--- src/rtl/volley_pkg.sv ---
// Shared types and defaults for the volleyball match controller.
package volley_pkg;

   localparam int SETS_TO_WIN_DEF = 3;
   localparam int PNT_W_DEF       = 5;
   localparam int SET_W_DEF       = 3;

   typedef enum logic [1:0] {
      CLEAR   = 2'd0,
      PLAY    = 2'd1,
      SET_END = 2'd2,
      DONE    = 2'd3
   } state_t;

   localparam logic [1:0] WIN_NONE = 2'b00;
   localparam logic [1:0] WIN_T1   = 2'b01;
   localparam logic [1:0] WIN_T2   = 2'b10;

endpackage

--- src/rtl/volley_set_controller_rise_detect.sv ---
// Registered rising-edge detector with synchronous reset.
module rise_detect (
   input  logic clk,
   input  logic rst,
   input  logic d,
   output logic rise
);

   logic prev;

   always_ff @(posedge clk) begin
      if (rst) prev <= 1'b0;
      else     prev <= d;
   end

   assign rise = d & ~prev;

endmodule

--- src/rtl/volley_set_controller.sv ---
// Match-level set tally and sequencing for paired point counters.
// Optional SET_HISTORY_EN keeps the final score of every set.
module volley_set_controller
   import volley_pkg::*;
#(
   parameter int SETS_TO_WIN = SETS_TO_WIN_DEF,
   parameter int PNT_W       = PNT_W_DEF,
   parameter int SET_W       = SET_W_DEF
) (
   input  logic               clk,
   input  logic               rst,
   input  logic               RCOpnt1,
   input  logic               RCOpnt2,
   input  logic [PNT_W-1:0]   pnt1,
   input  logic [PNT_W-1:0]   pnt2,
   input  logic               next_set,
`ifdef SET_HISTORY_EN
   input  logic [SET_W-1:0]   hist_idx,
   output logic [2*PNT_W-1:0] hist_score,
`endif
   output logic [SET_W-1:0]   set1,
   output logic [SET_W-1:0]   set2,
   output logic [SET_W-1:0]   set_num,
   output logic               rstpnt,
   output logic               mode25_15,
   output logic               set_end,
   output logic               match_over,
   output logic [1:0]         winner
);

   localparam int NSETS = 2*SETS_TO_WIN-1;
   localparam logic [SET_W-1:0] TARGET   = SET_W'(SETS_TO_WIN);
   localparam logic [SET_W-1:0] LAST_SET = SET_W'(NSETS);

   state_t state, state_n;
   logic rise1, rise2, accept;
   logic [SET_W-1:0] set1_n, set2_n, num_n;
   logic [1:0] win_n;

   rise_detect u_rd1 (
      .clk  (clk),
      .rst  (rst),
      .d    (RCOpnt1),
      .rise (rise1)
   );

   rise_detect u_rd2 (
      .clk  (clk),
      .rst  (rst),
      .d    (RCOpnt2),
      .rise (rise2)
   );

   assign accept = (state == PLAY) && (rise1 ^ rise2);

   always_comb begin
      state_n = state;
      set1_n  = set1;
      set2_n  = set2;
      num_n   = set_num;
      win_n   = winner;
      unique case (state)
         CLEAR: state_n = PLAY;
         PLAY: begin
            unique case (1'b1)
               (rise1 & ~rise2): begin
                  if (set1 != TARGET) set1_n = set1 + 1'b1;
                  win_n   = WIN_T1;
                  state_n = (set1_n == TARGET) ? DONE : SET_END;
               end
               (rise2 & ~rise1): begin
                  if (set2 != TARGET) set2_n = set2 + 1'b1;
                  win_n   = WIN_T2;
                  state_n = (set2_n == TARGET) ? DONE : SET_END;
               end
               default: ;
            endcase
         end
         SET_END: begin
            if (next_set) begin
               if (set_num != LAST_SET) num_n = set_num + 1'b1;
               state_n = CLEAR;
            end
         end
         DONE: ;
         default: state_n = CLEAR;
      endcase
   end

   // Outputs are registered from next-state values so they align with state.
   always_ff @(posedge clk) begin
      if (rst) begin
         state      <= CLEAR;
         set1       <= '0;
         set2       <= '0;
         set_num    <= SET_W'(1);
         winner     <= WIN_NONE;
         rstpnt     <= 1'b1;
         set_end    <= 1'b0;
         match_over <= 1'b0;
         mode25_15  <= 1'b0;
      end else begin
         state      <= state_n;
         set1       <= set1_n;
         set2       <= set2_n;
         set_num    <= num_n;
         winner     <= win_n;
         rstpnt     <= (state_n == CLEAR);
         set_end    <= (state_n == SET_END);
         match_over <= (state_n == DONE);
         mode25_15  <= (num_n == LAST_SET);
      end
   end

`ifdef SET_HISTORY_EN
   logic [2*PNT_W-1:0] hist [NSETS];

   always_ff @(posedge clk) begin
      if (rst) begin
         for (int i = 0; i < NSETS; i++) hist[i] <= '0;
      end else if (accept) begin
         hist[set_num - 1'b1] <= {pnt1, pnt2};
      end
   end

   assign hist_score = (hist_idx < LAST_SET) ? hist[hist_idx] : '0;
`else
   logic unused_pnt;
   assign unused_pnt = ^{pnt1, pnt2, accept};
`endif

endmodule

--- config.mk ---
export PLATFORM = sky130hd
export DESIGN_NAME = volley_set_controller
export DESIGN_NICKNAME = d
export VERILOG_FILES = /design/src/rtl/volley_pkg.sv /design/src/rtl/volley_set_controller_rise_detect.sv /design/src/rtl/volley_set_controller.sv
export SDC_FILE = /design/constraint.sdc
export NUM_CORES = 1
export LEC_CHECK = 0
export CAP_MARGIN = 40
export CORE_UTILIZATION = 46
export CTS_BUF_LIST = sky130_fd_sc_hd__clkbuf_4 sky130_fd_sc_hd__clkbuf_8
export DETAILED_ROUTE_END_ITERATION = 16
export HOLD_SLACK_MARGIN = 0.15
export PLACE_DENSITY = 0.79
export SYNTH_ARGS = -nofsm -noshare
export SYNTH_HDL_FRONTEND = slang
export SYNTH_SLANG_ARGS = --single-unit
--- constraint.sdc ---
create_clock -name clk -period 2 [get_ports clk]
set_input_delay 0.4 -clock clk [delete_from_list [all_inputs] [get_ports clk]]
set_output_delay 0.4 -clock clk [all_outputs]
set_load 0.01 [all_outputs]
==> run summary <==
Critical path
- **arrival time at the worst endpoint** 1.97 ns
- **type of the worst setup path** in -> reg
- **Worst path slowest cell** clkdlybuf4s50_1
- **maximum cell stage delay along the critical path** 0.47 ns
- **data required time at the worst endpoint** 2.17 ns
- **CP Max Fanout** 4
- **endpoint class of the critical path** register
- **chain of cells forming the critical path** clkdlybuf4s50_1 -> nand2b_1 -> ha_1 -> or3b_1 -> a21oi_2 -> nor4_1
- **startpoint class of the critical path** input port

Global routing
- **vias in the first global route** 564
- **total overflow reported by the global router** 0
- **global-route wire length before repair** 2360 um
- **antenna violations before repair** 0
- **total global routing track utilization** 16.0%
- **largest net degree at the start of global routing** 11

Synth
- **share of synthesized cell area in and, or, nand and nor gates** 23.9%
- **register bit count reported by yosys** 19
- **Post-synth top flop** dfxtp_1
- **adder-cell share of the synthesized area** 8.65%
- **share of synthesized registers carrying an async set or reset** 0%
- **area fraction of the dominant cell type after synthesis** 43.8%
- **largest area contributor in the netlist** dfxtp_1
- **number of enable-type register cells in the synthesized netlist** 0
- **share of cell area taken by muxes after synthesis** 4.61%
- **syn nets** 110
- **Synth warnings** 0
- **number of standard cells after synthesis** 89
- **largest cells by area after synthesis** dfxtp_1 44%, ha_1 8.6%, mux2i_1 4.6%, nand2b_1 3.6%, nor2b_1 3.6%
- **count of different cell masters after synthesis** 29
- **commonest cells in the synthesized netlist** 19 x dfxtp_1, 8 x nor2_1, 7 x inv_1
- **synthesized-area fraction occupied by xor and xnor cells** 4.03%
- **post-synthesis area per instance** 9.76 sq um
- **netlist area before placement** 868 sq um
- **share of synthesized area occupied by flip-flops and latches** 43.8%
- **main combinational cell family by area after synthesis** simple AND/OR/NAND/NOR gates
- **synthesized-area fraction occupied by ao, oa, aoi and oai cells** 9.80%
- **cell with the most instances after synthesis** dfxtp_1

Power and ir drop
- **combinational group share of total power** 16.1%
- **sequential group share of total power** 56.5%
- **power density over the cells** 652 mW/mm^2
- **part of the power in the clock network** 27.4%
- **total power** 0.727 mW
- **Switching Fraction** 24.1%
- **static leakage** 0.477 nW
- **P_int** 0.552 mW
- **switching power of the nets** 0.175 mW
- **worst vdd ir** 0.460 mV

Place
- **HPWL after DPL** 1060 um
- **gpl congestion** 0.803
- **number of input and output port buffers inserted** 19
- **Post-Place Worst Slack** -0.122 ns

STA
- **transition time of the tightest slew-check pin** 0.337 ns
- **worst relative slew slack** 77.4%
- **Fmax** 554 MHz
- **clock period minus final worst setup slack** 1.81 ns
- **RSZ-0062 raised after global routing** false
- **final period utilization** 90.3%
- **final setup violation count** 0
- **Final Hold Vio Count** 0
- **Fin Clk Skew** 0.00348 ns
- **min setup slack post-route** 0.194 ns
- **worst hold slack after final layout** 0.487 ns
- **max-slew violation count** 0

Clock network
- **TritonCTS clock tree** yes
- **number of sinks driven by the clock tree** 19
- **count of hold buffers inserted by post-cts repair** 0
- **register clock-pin slew on the reported worst setup and hold paths** 0.10 ns
- **Gates resized, CTS repair** 0
- **number of H-tree levels** 1
- **cell chosen for the clock root** clkbuf_4
- **total CTS buffers** 3
- **buffers inserted by post-CTS timing repair** 0
- **buffer levels on the longest clock path** 2
- **worst-skew pair later-pin latency** 0.29 ns

Routing
- **detail-routed net length per standard cell** 10.3 um
- **post-detailed-route count of antenna-violating nets** 0
- **DR vias/cell** 4.82
- **Routed met3 length** 44 um
- **total via count after detailed routing** 656
- **TritonRoute pass-1 iters** 2
- **number of remaining DRC errors** 0
- **highest routed metal layer** met4
- **Met1 Routed Length** 758 um
- **number of design-rule violations left by the first detailed-router iteration** 11
- **total wire length** 1400 um
- **length of routed met2 wiring** 585 um

Cells and area
- **layout cells sized above 1** 7.21%
- **Layout Area Growth over Synthesis** 28.5%
- **count of nets after finishing** 133
- **number of inserted diodes** 0
- **final core utilization** 63.9%

Die
- **floorplan core area** 0.00175 sq mm
- **area enclosed by the die boundary** 0.00207 sq mm
- **initial standard-cell utilization of the core** 49.7%
- **standard-cell row count** 15
- **die extent in y** 45.4 um
- **IO Count** 30
- **die boundary width** 45.4 um

Outcome
- **status** finished, final reports clean

Hold path
- **class of the tightest hold or removal check** reg -> reg

Job
- **count of max-cap constraint violations** 0

[final timing paths]
| check | startpoint | to | slack (ns) | cells after the start |
|---|---|---|---|---|
| worst max-delay path | RCOpnt2 | match_over$_SDFF_PP0_ | 0.19 | 6 |
| worst min-delay path | set1[2]$_SDFFE_PP0P_ | set1[2]$_SDFFE_PP0P_ | 0.49 | 2 |
| worst max register to register | u_rd2.prev$_SDFF_PP0_ | match_over$_SDFF_PP0_ | 0.40 | 5 |
| worst min register to register | set1[2]$_SDFFE_PP0P_ | set1[2]$_SDFFE_PP0P_ | 0.49 | 2 |
[sequential cells by signal (all words and copies together), names as in the netlist]
signal and flops:
mode25_15 1, set_end 1, set2 3, match_over 1, winner 2, rstpnt 1
state 2, set1 3, u_rd2.prev 1, set_num 3, u_rd1.prev 1
[routing by layer]
layer	track usage, %	vias up
met5	0	-
met4	9.09	0
met3	3.57	2
met2	21.4	12
met1	23.3	296
li1	-	346
[metrics by stage]
| stage | std cells | setup TNS, ns | cell area (sq um) |
|---|---|---|---|
| floorplan | 89 | 0 | 868 |
| global placement | 132 | -0.395 | 1090 |
| detailed placement | 132 | -0.440 | 1090 |
| CTS | 136 | 0 | 1120 |
| global route | 136 | 0 | 1120 |
| finish | 136 | 0 | 1120 |
[placed cells by master, fill, tap and decap left out, drive strengths merged, types with 2 or more instances in the layout]
cell type | Yosys | layout
clkdlybuf4s50 | 0 | 19
dfxtp | 19 | 19
nor2 | 8 | 8
inv | 7 | 7
ha | 6 | 6
a21oi | 6 | 6
nand2b | 5 | 5
nor2b | 5 | 5
and3 | 4 | 4
mux2i | 4 | 4
clkbuf | 2 | 4
xnor2 | 3 | 3
nor3 | 3 | 3
and4b | 2 | 2
a311oi | 2 | 2
buf | 1 | 2
[worst max-delay path: cells and delay by family]
| kind | cells | cell delay [ns] |
|---|---|---|
| AOI/OAI and AO/OA | 1 | 0.20 |
| adders and majority gates | 1 | 0.31 |
| buffers and inverters | 1 | 0.47 |
| and+or+nand+nor | 3 | 0.60 |
[layout make-up]
type | count | area [sq um]
Clock buffer | 4 | 30.0
Fill cell | 159 | 629
Inverter | 7 | 26.3
Multi-Input combinational cell | 60 | 443
Sequential cell | 19 | 380
Tap cell | 25 | 31.3
Timing Repair Buffer | 21 | 205
[cells by family after synthesis]
kind of cell | after synthesis
and+or+nand+nor | 34
DFF | 19
AOI/OAI and AO/OA | 12
buffers and inverters | 10
adders and majority gates | 6
xor gates and xnor gates | 4
muxes | 4
[power by group through the flow]
stage	clock [mW]	combinational, mW	sequential [mW]
2_1_floorplan	0	0.0668	0.424
3_3_place_gp	0	0.115	0.419
3_5_place_dp	0	0.117	0.420
4_1_cts	0.208	0.118	0.411
5_1_grt	0.222	0.132	0.414
6_report	0.199	0.117	0.411
Note: power is estimated with default switching activity, not from simulation.
